===== config.mk =====
export PLATFORM = sky130hd
export DESIGN_NAME = sys_array_sched
export DESIGN_NICKNAME = d
export VERILOG_FILES = /design/src/rtl/sys_array_sched.sv
export SDC_FILE = /design/constraint.sdc
export NUM_CORES = 1
export LEC_CHECK = 0
export BUFFER_PORTS_ARGS = -buffer_cell sky130_fd_sc_hd__buf_2
export CAP_MARGIN = 10
export CORE_ASPECT_RATIO = 1.1
export CORE_UTILIZATION = 60
export DETAILED_ROUTE_END_ITERATION = 6
export PLACE_DENSITY_LB_ADDON = 0.2
export SLEW_MARGIN = 10
export SYNTH_ARGS = -nofsm -noshare
export SYNTH_HDL_FRONTEND = slang
export SYNTH_SLANG_ARGS = --single-unit

===== constraint.sdc =====
create_clock -name clk -period 8.3 [get_ports clk]
set_input_delay 1.245 -clock clk [delete_from_list [all_inputs] [get_ports clk]]
set_output_delay 1.245 -clock clk [all_outputs]
set_load 0.02 [all_outputs]

===== src/rtl/sys_array_sched.sv =====
// Tile scheduler for the systolic PE array: weight load, activation streaming, psum drain.
// Optional performance counters are built when SYS_SCHED_PERF_EN is defined.
module sys_array_sched #(
  parameter int ARRAY_N = 32,
  parameter int ACT_W   = 10,
  parameter int TILE_W  = 8
) (
  input  logic                       clk,
  input  logic                       rst,
  input  logic                       start,
  input  logic [TILE_W-1:0]          n_tiles,
  input  logic [ACT_W-1:0]           act_len,
  input  logic                       in_stall,
  output logic                       busy,
  output logic                       done,
  output logic                       w_ps,
  output logic                       w_load,
  output logic                       act_valid,
  output logic                       psum_capture,
  output logic [$clog2(ARRAY_N)-1:0] w_rd_addr,
  output logic [ACT_W-1:0]           act_rd_addr,
  output logic [TILE_W-1:0]          tile_idx
`ifdef SYS_SCHED_PERF_EN
  ,
  output logic [31:0]                perf_busy_cyc,
  output logic [31:0]                perf_stall_cyc
`endif
);

  localparam int AW        = $clog2(ARRAY_N);
  localparam int DRAIN_LEN = 2 * ARRAY_N - 1;
  localparam int CNT_W     = ($clog2(2 * ARRAY_N) > ACT_W) ? $clog2(2 * ARRAY_N) : ACT_W;

  typedef enum logic [2:0] {
    S_IDLE    = 3'd0,
    S_LOAD_W  = 3'd1,
    S_COMPUTE = 3'd2,
    S_DRAIN   = 3'd3,
    S_DONE    = 3'd4
  } state_t;

  state_t             state_q, state_d;
  logic [CNT_W-1:0]   cnt_q, cnt_d;
  logic [TILE_W-1:0]  tile_q, tile_d;
  logic [TILE_W-1:0]  n_tiles_q, n_tiles_d;
  logic [ACT_W-1:0]   act_len_q, act_len_d;

  logic               busy_q, busy_d;
  logic               done_q, done_d;
  logic               w_ps_q, w_ps_d;
  logic               w_load_q, w_load_d;
  logic               act_valid_q, act_valid_d;
  logic               psum_capture_q, psum_capture_d;
  logic [AW-1:0]      w_rd_addr_q, w_rd_addr_d;
  logic [ACT_W-1:0]   act_rd_addr_q, act_rd_addr_d;

  logic               active;
  logic               done_now;

  // A LOAD_W/COMPUTE cycle only counts when its strobe is high; a low strobe is a stall bubble.
  assign active = w_load_q | act_valid_q;

  always_comb begin
    state_d   = state_q;
    cnt_d     = cnt_q;
    tile_d    = tile_q;
    n_tiles_d = n_tiles_q;
    act_len_d = act_len_q;
    done_now  = 1'b0;

    case (state_q)
      S_IDLE: begin
        if (start) begin
          if (n_tiles != '0) begin
            n_tiles_d = n_tiles;
            act_len_d = act_len;
            tile_d    = '0;
            state_d   = S_LOAD_W;
          end else begin
            done_now = 1'b1;
          end
        end
      end
      S_LOAD_W: begin
        if (active) begin
          if (cnt_q == CNT_W'(ARRAY_N - 1)) begin
            state_d = (act_len_q == '0) ? S_DRAIN : S_COMPUTE;
          end else begin
            cnt_d = cnt_q + CNT_W'(1);
          end
        end
      end
      S_COMPUTE: begin
        if (active) begin
          if (cnt_q == CNT_W'(act_len_q) - CNT_W'(1)) begin
            state_d = S_DRAIN;
          end else begin
            cnt_d = cnt_q + CNT_W'(1);
          end
        end
      end
      S_DRAIN: begin
        if (cnt_q == CNT_W'(DRAIN_LEN - 1)) begin
          if (tile_q == n_tiles_q - TILE_W'(1)) begin
            state_d = S_DONE;
          end else begin
            tile_d  = tile_q + TILE_W'(1);
            state_d = S_LOAD_W;
          end
        end else begin
          cnt_d = cnt_q + CNT_W'(1);
        end
      end
      S_DONE:  state_d = S_IDLE;
      default: state_d = S_IDLE;
    endcase

    if (state_d != state_q) begin
      cnt_d = '0;
    end

    // Outputs for the coming cycle, decoded from next state/counter; in_stall turns it into a bubble.
    busy_d         = (state_d != S_IDLE);
    done_d         = done_now | (state_d == S_DONE);
    w_ps_d         = (state_d == S_COMPUTE) | (state_d == S_DRAIN);
    w_load_d       = (state_d == S_LOAD_W) & ~in_stall;
    act_valid_d    = (state_d == S_COMPUTE) & ~in_stall;
    psum_capture_d = (state_d == S_DRAIN) & (cnt_d >= CNT_W'(ARRAY_N - 1));
    w_rd_addr_d    = w_load_d ? cnt_d[AW-1:0] : w_rd_addr_q;
    act_rd_addr_d  = act_valid_d ? cnt_d[ACT_W-1:0] : act_rd_addr_q;
  end

  always_ff @(posedge clk) begin
    if (!rst) begin
      state_q        <= S_IDLE;
      cnt_q          <= '0;
      tile_q         <= '0;
      n_tiles_q      <= '0;
      act_len_q      <= '0;
      busy_q         <= 1'b0;
      done_q         <= 1'b0;
      w_ps_q         <= 1'b0;
      w_load_q       <= 1'b0;
      act_valid_q    <= 1'b0;
      psum_capture_q <= 1'b0;
      w_rd_addr_q    <= '0;
      act_rd_addr_q  <= '0;
    end else begin
      state_q        <= state_d;
      cnt_q          <= cnt_d;
      tile_q         <= tile_d;
      n_tiles_q      <= n_tiles_d;
      act_len_q      <= act_len_d;
      busy_q         <= busy_d;
      done_q         <= done_d;
      w_ps_q         <= w_ps_d;
      w_load_q       <= w_load_d;
      act_valid_q    <= act_valid_d;
      psum_capture_q <= psum_capture_d;
      w_rd_addr_q    <= w_rd_addr_d;
      act_rd_addr_q  <= act_rd_addr_d;
    end
  end

  assign busy         = busy_q;
  assign done         = done_q;
  assign w_ps         = w_ps_q;
  assign w_load       = w_load_q;
  assign act_valid    = act_valid_q;
  assign psum_capture = psum_capture_q;
  assign w_rd_addr    = w_rd_addr_q;
  assign act_rd_addr  = act_rd_addr_q;
  assign tile_idx     = tile_q;

`ifdef SYS_SCHED_PERF_EN
  logic [31:0] perf_busy_q;
  logic [31:0] perf_stall_q;
  logic        start_accept;
  logic        bubble;

  assign start_accept = (state_q == S_IDLE) & start;
  assign bubble       = ((state_q == S_LOAD_W) | (state_q == S_COMPUTE)) & ~active;

  always_ff @(posedge clk) begin
    if (!rst || start_accept) begin
      perf_busy_q  <= '0;
      perf_stall_q <= '0;
    end else begin
      if (busy_q && (perf_busy_q != '1)) begin
        perf_busy_q <= perf_busy_q + 32'd1;
      end
      if (bubble && (perf_stall_q != '1)) begin
        perf_stall_q <= perf_stall_q + 32'd1;
      end
    end
  end

  assign perf_busy_cyc  = perf_busy_q;
  assign perf_stall_cyc = perf_stall_q;
`endif

endmodule


Word level (Yosys, flattened, before mapping)
Index checks and enable logic that the tools add are counted.
{ "totals": {"ram_bits": 0, "output_inout_bits": 29, "memories": 0, "mem_bits_ro": 0, "inputBits": 22, "ff_bits": 60, "word_cells": 73, "latchBits": 0} }
{ "op_classes": {"magnitude_cmp": 1, "muxes": 25, "eq_ne": 16, "div_mod_pow": 0, "add_sub_neg": 4, "bitwise": 7, "n_shift": 0, "multipliers": 0, "n_reduce_logical": 7} }
{ "op_table": {"columns": ["operator", "n"], "rows": [
  ["10-bit 2-to-1 mux", 6],
  ["8-bit 2-to-1 mux", 4],
  ["10-bit one-hot mux with 3 select lines", 1],
  ["3-bit 2-to-1 mux", 8],
  ["8-bit one-hot mux with 2 select lines", 1],
  ["3-bit by 2-bit equality test with 1-bit output (second input constant)", 4],
  ["3-bit one-hot mux with 4 select lines", 1],
  ["10-bit by 1-bit adder with 10-bit output (second input constant)", 1],
  ["10-bit equality test", 1],
  ["10-bit by 5-bit equality test with 1-bit output (second input constant)", 1],
  ["10-bit by 6-bit equality test with 1-bit output (second input constant)", 1],
  ["10-bit by 5-bit >= comparator with 1-bit output (second input constant)", 1],
  ["10-bit logical NOT", 1],
  ["10-bit by 1-bit subtractor with 10-bit output (second input constant)", 1],
  ["8-bit by 1-bit adder with 8-bit output (second input constant)", 1],
  ["8-bit equality test", 1],
  ["2-bit inequality test (second input constant)", 4],
  ["8-bit nonzero test", 1],
  ["8-bit by 1-bit subtractor with 8-bit output (second input constant)", 1],
  ["3-bit by 1-bit equality test with 1-bit output (second input constant)", 2],
  ["5-bit AND reduction", 1],
  ["1-bit 2-to-1 mux", 4],
  ["1-bit AND", 3],
  ["3-bit equality test (second input constant)", 1],
  ["other kinds (7)", 9]
]} }

Logic depth before layout (Yosys ltp)
Gate-level depths: netlist (run 1).
{ "depth": {"ltp_word": 9, "ltp_mapped": 15, "depth_no_buf": 11} }

Least setup slack after synthesis (run 1)
No wires, ideal clock.
{ "synth_timing": {"path_kind": "in2reg", "startpoint": "input port n_tiles[4]", "endpoint": "register act_rd_addr_q[5] (netlist: act_rd_addr[5])", "required_ps": 8229, "path_buffers": 1, "arrival_time_ps": 3110, "path_slack_ps": 5119, "setup_ps": 71, "path_stages": 10, "cell_sequence": "or4_1 nor2_1 nor2b_1 clkbuf_1 a21oi_1 o311ai_1 inv_1 o21ai_0 or3_1 a21oi_1"} }
{ "synth_between": {"elab_chain_cells": 6, "word_cells_on_any_way": 8, "classes_between": "eq/ne (2); mux (4); bitwise (1); reduce/logical (1)"} }
{ "synth_rtl": {"columns": ["item", "line_no", "rtl"], "rows": [
  ["from (decl)", "11", "input logic [TILE_W-1:0] n_tiles,"],
  ["8-bit nonzero test *", "74", "if (n_tiles != '0) begin"],
  ["3-bit 2-to-1 mux *", "74", null],
  ["3-bit 2-to-1 mux *", "73", "if (start) begin"],
  ["3-bit one-hot mux with 4 select lines *", "71", "case (state_q)"],
  ["3-bit inequality test / 3-bit by 2-bit equality test with 1-bit output (equally long branches)", "118, 127", null],
  ["10-bit 2-to-1 mux / 1-bit AND (equally long branches)", "118, 127", null],
  ["to (signal assigned)", "161", "act_rd_addr_q <= act_rd_addr_d;"],
  ["to (decl)", "55", "logic [ACT_W-1:0] act_rd_addr_q, act_rd_addr_d;"]
]} }
Every way passes the cells marked *; elsewhere a longest branch is shown, timed or not.
A chain may end at the register's enable or synchronous reset.

Worst setup path in the final report (run 1)
Same ends and word-level chain as after synthesis.

==> flow_metrics.py, run 1 <==
metrics = {
    "outcome": {
        "run_status": "finished clean",
    },
    "global_route": {
        "grt_antenna_before_repair": 0,
        "grt_start_max_net_pins": 42,
        "first_global_vias": 2638,
        "globalRoute.totalOverflow": 0,
        "globalRouteTotalUtil": 0.280,
        "grt_pass1_wl_um": 12500,
    },
    "worst_setup_path": {
        "cp_num_cells": 12,
        "critical_path_required_ns": 8.58,
        "startpoint_type": "input port",
        "crit_path_from": "n_tiles[4]",
        "crit_path_max_incr_delay_ns": 0.51,
        "worst_path_dominant_cell_family": "simple AND/OR/NAND/NOR gates",
        "timing.setup.critical_path_class": "input port to register",
        "timing.critical_path.to": "act_rd_addr[5]",
        "critical_path.endpoint_type": "register",
        "crit_arrival_ns": 3.66,
        "worst_path_max_delay_cell": "sky130_fd_sc_hd__or4_1",
        "worstPathMaxFanout": 22,
        "crit_path_cell_trace": "buf_2 -> or4_1 -> nor2_1 -> nor2b_2 -> buf_4 -> a21oi_1 -> o311ai_1 -> buf_4 -> inv_1 -> o21ai_0 -> or3_1 -> a21oi_1",
        "critPathBufInv": 4,
        "timing.rr.end": "act_rd_addr[3]",
        "reg2reg_setup_slack_ns": 5.05,
        "critical_path.reg2reg.startpoint": "n_tiles_q[0]",
        "ff2ff_path_depth": 11,
    },
    "timing": {
        "final.setup.tns_ns": 0,
        "finalHoldViolations": 0,
        "setup_viol": 0,
        "max_slew.worst_pin.slew_ns": 0.753,
        "max_freq_mhz": 296,
        "worst_hold_slack_ns": 0.448,
        "rsz0062_at_grt": "false",
        "min_period_over_period": 0.407,
        "setup_ws_ns": 4.92,
        "maxSlewHeadroom": 0.495,
        "period_minus_slack_ns": 3.38,
        "fin_worst_skew_ns": 0.0108,
        "final_max_slew_viol_count": 0,
    },
    "cts": {
        "clkSinkCount": 60,
        "htree_levels": 3,
        "clock_tree.buffer_depth": 2,
        "ctsResizeCount": 0,
        "clock_insertion_delay_worst_skew_ns": 0.35,
        "cts_inserted_buffers": 9,
        "tritoncts_clock_tree": "done",
        "clock_slew_at_the_register_clock_pins_of_the_worst_setup_and_hold_paths_ns": 0.06,
        "postCtsSetupBuffers": 0,
        "cts.hold.buffers_added": 0,
        "cts-root-buf": "sky130_fd_sc_hd__clkbuf_8",
    },
    "power": {
        "total_power_w": 0.000662,
        "leakage_nw": 1.69,
        "power.density_cell_area_nw_per_um2": 173,
        "ir_drop_v": 0.000150,
    },
    "synth": {
        "yosys-top-cells-count": "sky130_fd_sc_hd__dfxtp_1, sky130_fd_sc_hd__nor2_1, sky130_fd_sc_hd__a21oi_1, sky130_fd_sc_hd__mux2i_1, sky130_fd_sc_hd__clkbuf_1",
        "sequential_to_total_area_share_from_yosys_stat": 0.358,
        "yosysTopAreaCellShare": 0.358,
        "post_synth_main_area_contributors": "sky130_fd_sc_hd__dfxtp_1, sky130_fd_sc_hd__mux2i_1, sky130_fd_sc_hd__nor2_1, sky130_fd_sc_hd__xnor2_1, sky130_fd_sc_hd__a21oi_1",
        "synth_top_flop_cell": "sky130_fd_sc_hd__dfxtp_1",
        "yosys_warnings": 0,
        "syn_nets": 429,
        "ys_seq_elements": 60,
        "synth_async_sr_flop_share": 0,
        "synthMostInstantiatedCell": "sky130_fd_sc_hd__dfxtp_1",
        "synthDistinctLibCells": 63,
        "synthesis.area_per_instance_um2": 8.35,
        "syn_area_um2": 3360,
        "synth_edf_count": 0,
        "postSynthCellCount": 402,
        "post-synth-top-area-cell": "sky130_fd_sc_hd__dfxtp_1",
    },
    "floorplanning": {
        "die_area_um2": 5900,
        "core_area_um2": 5400,
        "io_pins": 51,
        "initial_utilization": 0.622,
        "fp.dieW_um": 73.3,
        "num_rows": 28,
        "floorplan.die.height_um": 80.5,
    },
    "layout": {
        "combined_area_of_the_multi_input_logic_cells_um2": 2020,
        "post_route_cells_drive_above_1_share": 0.186,
        "fillCellCount": 474,
        "seq_area_um2": 1200,
        "insertedDiodeCount": 0,
        "fin_nets": 469,
        "area_delta_synth_final_pct": 14.2,
        "final_util": 0.711,
    },
    "detailed_routing": {
        "drt_iter0_drc": 204,
        "route.detailed.drc": 0,
        "detail_route.vias_per_cell": 5.88,
        "postRouteAntennaNets": 0,
        "dr_total_vias": 3064,
        "drt_pass1_iterations": 4,
        "totalWireLength_um": 7830,
        "route.detailed.wl_per_inst_um": 15.0,
    },
    "min_path": {
        "hold_path_class": "register to register",
    },
    "placed_design": {
        "dp_hpwl_um": 5650,
        "placement.io_buffers": 50,
        "post_place_setup_slack_ns": 4.58,
        "gpl.final_weighted_congestion": 0.944,
    },
    "run": {
        "max_cap_violations": 0,
    },
}
-- cell type report --
type	count	area share
Clock buffer	11	0.0395
Clock inverter	4	0.0127
Inverter	14	0.0137
Multi-Input combinational cell	304	0.525
Sequential cell	60	0.313
Tap cell	75	0.0245
Timing Repair Buffer	53	0.0711
-- layer usage --
metal  global-route usage  share of wire
met5                    0              0
met4                0.129          0.019
met3               0.0402          0.049
met1                0.382           0.48
met2                0.435           0.45
-- placed cells by master, fill, tap and decap left out, types with 3 or more instances in the layout --
cell type                  netlist  layout
sky130_fd_sc_hd__a21oi_1        28      28
sky130_fd_sc_hd__and4_1          4       4
sky130_fd_sc_hd__inv_1          14      14
sky130_fd_sc_hd__dfxtp_1        60      60
sky130_fd_sc_hd__nor3_1         15      15
sky130_fd_sc_hd__and2_1          6       6
sky130_fd_sc_hd__or3_1           5       5
sky130_fd_sc_hd__or2_2           3       3
sky130_fd_sc_hd__buf_4           0       3
sky130_fd_sc_hd__clkbuf_8        0      11
sky130_fd_sc_hd__nand2b_1        5       5
sky130_fd_sc_hd__o31ai_1         3       3
sky130_fd_sc_hd__buf_2           1      50
sky130_fd_sc_hd__mux2i_1        23      23
sky130_fd_sc_hd__nand2_1        19      19
sky130_fd_sc_hd__a211oi_1        3       3
sky130_fd_sc_hd__o211ai_1        3       3
sky130_fd_sc_hd__xnor2_1        19      19
sky130_fd_sc_hd__o21ai_0        10      10
sky130_fd_sc_hd__nand4_1         7       7
sky130_fd_sc_hd__nor2_1         52      52
sky130_fd_sc_hd__ha_1            5       5
sky130_fd_sc_hd__and3_1          6       6
sky130_fd_sc_hd__xor2_1         15      15
sky130_fd_sc_hd__nor4_1          6       6
sky130_fd_sc_hd__a21o_1          3       3
sky130_fd_sc_hd__a41o_1          3       3
sky130_fd_sc_hd__o21bai_1        3       3
sky130_fd_sc_hd__nand3_1        14      14
-- worst reg2reg max path: stages, from the launching register on --
cell,delay [ns]
sky130_fd_sc_hd__dfxtp_1,0.34
sky130_fd_sc_hd__inv_1,0.09
sky130_fd_sc_hd__ha_1,0.19
sky130_fd_sc_hd__or3b_2,0.51
sky130_fd_sc_hd__o31a_1,0.29
sky130_fd_sc_hd__a2111oi_2,0.33
sky130_fd_sc_hd__o2111ai_1,0.24
sky130_fd_sc_hd__a21oi_2,0.25
sky130_fd_sc_hd__o211a_4,0.22
sky130_fd_sc_hd__nand3b_4,0.21
sky130_fd_sc_hd__or3_1,0.40
sky130_fd_sc_hd__a21oi_1,0.12
-- registers in the layout (all words and copies together), names as in the netlist --
signal / flops
act_valid: 1
cnt_q: 10
act_len_q: 10
done: 1
n_tiles_q: 8
state_q: 3
w_ps: 1
w_rd_addr: 5
busy: 1
act_rd_addr: 10
w_load: 1
tile_idx: 8
psum_capture: 1
-- metrics by stage --
stage,instance area [µm²],cells
floorplan,3360,402
global route,3840,521
CTS,3840,521
global placement,3640,506
detailed placement,3640,506
finish,3840,521
-- cell families after synthesis --
group / Yosys count / share of synthesized area
and+or+nand+nor: 160 / 0.254
adders and majority gates: 5 / 0.0186
buffers and inverters: 38 / 0.0428
AOI/OAI and AO/OA: 81 / 0.167
muxes: 24 / 0.0719
DFF: 60 / 0.358
xor gates and xnor gates: 34 / 0.0887
-- where the power goes --
group	leakage, nW	internal (W)	switching, W	total [W]
logic	1.10	0.0000383	0.0000483	0.0000866
registers	0.487	0.000296	0.0000115	0.000307
clock network	0.105	0.000153	0.000116	0.000269
total	1.69	0.000487	0.000176	0.000662
-- worst min-delay path by stage --
| stage | start | end | slack (ns) | depth (start not counted) |
|---|---|---|---|---|
| floorplan | n_tiles_q[7] | n_tiles_q[7] | 0.48 | 2 |
| global placement | act_rd_addr[7] | act_rd_addr[7] | 0.44 | 2 |
| detailed placement | act_rd_addr[7] | act_rd_addr[7] | 0.44 | 2 |
| CTS | act_rd_addr[7] | act_rd_addr[7] | 0.45 | 2 |
| global route | act_rd_addr[3] | act_rd_addr[3] | 0.48 | 2 |
| finish | act_rd_addr[7] | act_rd_addr[7] | 0.45 | 2 |
Power figures use the tool's default switching activity.
==> run 2: changes to the inputs <==
- CORE_UTILIZATION: 60 -> 57
- clock period: 8.3 -> 3.44 ns (I/O delays scaled with it)
==> flow_metrics.py, run 2 (synthesis gave the netlist of run 1 again) <==
metrics = {
    "global_route": {
        "global_route.usage.met1": 0.371,
        "grt_pass1_wl_um": 12900,
        "grt_antenna_before_repair": 0,
        "globalRouteMet2Util": 0.423,
        "globalRouteTotalUtil": 0.278,
        "grt-busiest-layer": "met2",
        "use_met3": 0.0583,
        "globalRoute.totalOverflow": 0,
        "first_global_vias": 2729,
        "grt_start_max_net_pins": 24,
    },
    "power": {
        "power.density_cell_area_nw_per_um2": 406,
        "ir_drop_v": 0.000271,
        "leakage_nw": 1.69,
        "total_power_w": 0.00156,
    },
    "floorplanning": {
        "initial_utilization": 0.607,
        "floorplan.die.height_um": 82.5,
        "num_rows": 28,
        "core_area_um2": 5540,
        "fp.dieW_um": 75.2,
        "io_pins": 51,
        "die_area_um2": 6200,
    },
    "timing": {
        "rsz0062_at_grt": "false",
        "finalHoldViolations": 0,
        "max_slew.worst_pin.slew_ns": 0.761,
        "final_max_slew_viol_count": 0,
        "setup_ws_ns": 0.236,
        "period_minus_slack_ns": 3.20,
        "worst_hold_slack_ns": 0.385,
        "final.setup.tns_ns": 0,
        "setup_viol": 0,
        "min_period_over_period": 0.931,
        "max_freq_mhz": 312,
        "fin_worst_skew_ns": 0.00747,
        "maxSlewHeadroom": 0.487,
    },
    "cts": {
        "clkSinkCount": 60,
        "ctsResizeCount": 0,
        "tritoncts_clock_tree": "done",
        "postCtsSetupBuffers": 0,
        "htree_levels": 3,
        "cts-root-buf": "sky130_fd_sc_hd__clkbuf_8",
        "clock_insertion_delay_worst_skew_ns": 0.34,
        "cts.hold.buffers_added": 0,
        "clock_slew_at_the_register_clock_pins_of_the_worst_setup_and_hold_paths_ns": 0.07,
        "cts_inserted_buffers": 9,
        "clock_tree.buffer_depth": 2,
    },
    "layout": {
        "area_delta_synth_final_pct": 14.2,
        "fillCellCount": 472,
        "insertedDiodeCount": 0,
        "fin_nets": 471,
        "fin_area_um2": 3830,
        "mostFrequentLayoutCells": "sky130_fd_sc_hd__dfxtp_1, sky130_fd_sc_hd__nor2_1, sky130_fd_sc_hd__buf_2, sky130_fd_sc_hd__a21oi_1, sky130_fd_sc_hd__mux2i_1",
        "post_route_cells_drive_above_1_share": 0.187,
        "most_common_cell_after_layout_fill_and_taps_aside": "sky130_fd_sc_hd__dfxtp_1",
    },
    "detailed_routing": {
        "drt_pass1_iterations": 5,
        "detail_route.vias_per_cell": 6.03,
        "dr_total_vias": 3160,
        "drt_iter0_drc": 231,
        "route.detailed.drc": 0,
        "totalWireLength_um": 8150,
        "postRouteAntennaNets": 0,
        "route.detailed.wl_per_inst_um": 15.6,
    },
    "placed_design": {
        "dp_hpwl_um": 5910,
        "post_place_setup_slack_ns": 0.266,
        "gpl.final_weighted_congestion": 0.953,
        "placement.io_buffers": 50,
        "detailed_place.area_um2": 3650,
    },
    "worst_setup_path": {
        "worstPathMaxFanout": 15,
        "critical_path_required_ns": 3.70,
        "critical_path.endpoint_type": "register",
        "crit_arrival_ns": 3.46,
        "startpoint_type": "register",
        "timing.setup.critical_path_class": "register to register",
    },
    "run": {
        "max_cap_violations": 0,
    },
    "min_path": {
        "hold_path_class": "input port to register",
    },
    "outcome": {
        "run_status": "finished clean",
    },
}
[run 2: where the power goes]
part           switching, W  leakage [nW]  internal (W)  total, W
logic              0.000118          1.10     0.0000938  0.000212
clock network      0.000275        0.0931      0.000331  0.000606
registers         0.0000267         0.487      0.000713  0.000740
total              0.000420          1.69       0.00114   0.00156
[run 2: worst paths after layout]
path                  startpoint        endpoint  slack, ns  cells past startpoint
setup / recovery    n_tiles_q[0]  act_rd_addr[2]       0.24                     11
hold / removal          in_stall          w_load       0.39                      2
setup reg to reg    n_tiles_q[0]  act_rd_addr[2]       0.24                     11
hold reg to reg   act_rd_addr[3]  act_rd_addr[3]       0.45                      2
[run 2: cell type report]
type,instances,area (µm²),share of cell area
Tap cell,75,93.8,0.0245
Multi-Input combinational cell,304,2020,0.526
Inverter,14,52.6,0.0137
Sequential cell,60,1200,0.313
Timing Repair Buffer,55,288,0.0750
Clock buffer,11,131,0.0343
Clock inverter,5,52.6,0.0137
[run 2: through the flow]
step                instances  utilization
floorplan                 402            -
detailed placement        508        0.660
finish                    524        0.693
global route              524        0.693
CTS                       524        0.693
global placement          508        0.660
[run 2: critical path: stages (launching register included)]
cell and delay, ns:
sky130_fd_sc_hd__dfxtp_1 0.33, sky130_fd_sc_hd__inv_1 0.08, sky130_fd_sc_hd__ha_1 0.18, sky130_fd_sc_hd__or3b_2 0.50, sky130_fd_sc_hd__o31a_1 0.29, sky130_fd_sc_hd__a2111oi_2 0.33
sky130_fd_sc_hd__o2111ai_1 0.21, sky130_fd_sc_hd__a21oi_2 0.25, sky130_fd_sc_hd__o211a_4 0.23, sky130_fd_sc_hd__nand3b_4 0.20, sky130_fd_sc_hd__or3_1 0.39, sky130_fd_sc_hd__a21oi_1 0.13
[run 2: metal layers]
metal | vias to the layer above | share of wire
met5 | - | 0
met3 | 31 | 0.064
li1 | 1526 | -
met4 | 0 | 0.029
met2 | 134 | 0.45
met1 | 1469 | 0.46
==> run 3: changes to the inputs <==
- CAP_MARGIN: 10 -> not set
- CORE_MARGIN: not set -> 4
==> flow_metrics.py, run 3 (synthesis gave the netlist of run 1 again) <==
metrics = {
    "floorplanning": {
        "io_pins": 51,
        "initial_utilization": 0.586,
        "num_rows": 29,
        "core_area_um2": 5730,
        "die_area_um2": 7180,
        "floorplan.die.height_um": 88.5,
        "fp.dieW_um": 81.2,
    },
    "power": {
        "power.switching_w": 0.000414,
        "total_power_w": 0.00159,
        "power.density_cell_area_nw_per_um2": 412,
        "leakage_nw": 1.70,
        "clock_power_share": 0.403,
        "comb_power_share": 0.132,
        "p_int_w": 0.00118,
        "ir_drop_v": 0.000340,
        "power_frac_seq": 0.465,
        "power_switching_share": 0.260,
    },
    "timing": {
        "max_freq_mhz": 316,
        "max_slew.worst_pin.slew_ns": 0.528,
        "fin_worst_skew_ns": 0.00717,
        "maxSlewHeadroom": 0.643,
        "setup_viol": 0,
        "min_period_over_period": 0.920,
        "rsz0062_at_grt": "false",
        "final_max_slew_viol_count": 0,
        "finalHoldViolations": 0,
        "final.setup.tns_ns": 0,
        "period_minus_slack_ns": 3.17,
    },
    "layout": {
        "insertedDiodeCount": 0,
        "area_delta_synth_final_pct": 15.1,
        "fin_area_um2": 3860,
        "most_common_cell_after_layout_fill_and_taps_aside": "sky130_fd_sc_hd__dfxtp_1",
        "mostFrequentLayoutCells": "sky130_fd_sc_hd__dfxtp_1, sky130_fd_sc_hd__nor2_1, sky130_fd_sc_hd__buf_2, sky130_fd_sc_hd__a21oi_1, sky130_fd_sc_hd__mux2i_1",
        "fin_nets": 472,
        "final_util": 0.674,
        "post_route_cells_drive_above_1_share": 0.191,
        "fillCellCount": 519,
    },
    "cts": {
        "cts_inserted_buffers": 9,
        "htree_levels": 3,
        "clock_slew_at_the_register_clock_pins_of_the_worst_setup_and_hold_paths_ns": 0.07,
        "ctsResizeCount": 0,
        "postCtsSetupBuffers": 0,
        "tritoncts_clock_tree": "done",
        "cts-root-buf": "sky130_fd_sc_hd__clkbuf_8",
        "clock_tree.buffer_depth": 2,
        "clock_insertion_delay_worst_skew_ns": 0.34,
        "cts.hold.buffers_added": 0,
        "clkSinkCount": 60,
    },
    "worst_setup_path": {
        "critical_path_required_ns": 3.71,
        "crit_arrival_ns": 3.44,
        "timing.setup.critical_path_class": "register to register",
        "worstPathMaxFanout": 15,
        "worst_path_max_delay_cell": "sky130_fd_sc_hd__or3b_2",
        "reg2reg_setup_slack_ns": 0.27,
        "critical_path.endpoint_type": "register",
        "startpoint_type": "register",
        "crit_path_cell_trace": "inv_1 -> ha_1 -> or3b_2 -> o31a_1 -> a2111oi_2 -> o2111ai_1 -> a21oi_2 -> o211a_4 -> nand3b_4 -> or3_1 -> a21oi_1",
        "crit_path_max_incr_delay_ns": 0.50,
    },
    "global_route": {
        "globalRoute.totalOverflow": 0,
        "globalRouteTotalUtil": 0.241,
        "grt_antenna_before_repair": 0,
        "grt_start_max_net_pins": 35,
        "grt_pass1_wl_um": 13500,
        "first_global_vias": 2858,
    },
    "detailed_routing": {
        "dr_total_vias": 3056,
        "detail_route.vias_per_cell": 5.80,
        "met2_length_um": 3730,
        "wl_met1_um": 3720,
        "postRouteAntennaNets": 0,
        "dr.max_layer_used": "met4",
        "drt_iter0_drc": 241,
        "route.detailed.wl_per_inst_um": 15.3,
        "drt_pass1_iterations": 5,
        "totalWireLength_um": 8060,
        "met3_length_um": 510,
        "route.detailed.drc": 0,
    },
    "run": {
        "max_cap_violations": 0,
    },
    "outcome": {
        "run_status": "finished clean",
    },
    "placed_design": {
        "gpl.final_weighted_congestion": 0.942,
        "dp_hpwl_um": 5930,
        "detailed_place.area_um2": 3660,
        "placement.io_buffers": 50,
    },
    "min_path": {
        "hold_path_class": "input port to register",
    },
}
## run 3: layout make-up
| cell class | instances | area, µm² | area share |
|---|---|---|---|
| inverter | 14 | 52.6 | 0.0136 |
| tap | 77 | 96.3 | 0.0249 |
| clock inverter | 4 | 47.5 | 0.0123 |
| multi-input combinational | 304 | 2020 | 0.522 |
| sequential | 60 | 1200 | 0.311 |
| clock buffer | 12 | 155 | 0.0402 |
| timing repair buffer | 56 | 295 | 0.0764 |
## run 3: worst paths after layout
path / startpoint / end / cells after the start
max: n_tiles_q[0] / act_rd_addr[5] / 11
min reg2reg: act_rd_addr[7] / act_rd_addr[7] / 2
max reg2reg: n_tiles_q[0] / act_rd_addr[5] / 11
min: in_stall / w_load / 2
## run 3: routing by layer
layer / up-vias / track usage
li1: 1526 / -
met1: 1426 / 0.326
met2: 91 / 0.383
met3: 13 / 0.0530
met4: 0 / 0.0768
met5: - / 0
## run 3: critical path: cells and delay by family, from the launching register on
family	cells	cell delay (ns)
simple gates	3	1.08
buf+inv	1	0.08
compound gates	6	1.43
fa+ha+maj	1	0.19
flops	1	0.33
## run 3: stage by stage
step	hold WS (ns)	worst slack (ns)	cells
after floorplan	0.482	0.417	402
after global placement	0.441	0.364	511
after detailed placement	0.443	0.300	511
after CTS	0.372	0.278	527
after global routing	0.377	0.0248	527
final	0.381	0.275	527
## run 3: power by group through the flow
stage,combinational (W),sequential [W],clock [W]
final,0.000210,0.000741,0.000642
after global routing,0.000235,0.000743,0.000691
after CTS,0.000211,0.000740,0.000655
after detailed placement,0.000210,0.000755,0
after global placement,0.000204,0.000754,0
after floorplan,0.000162,0.000748,0
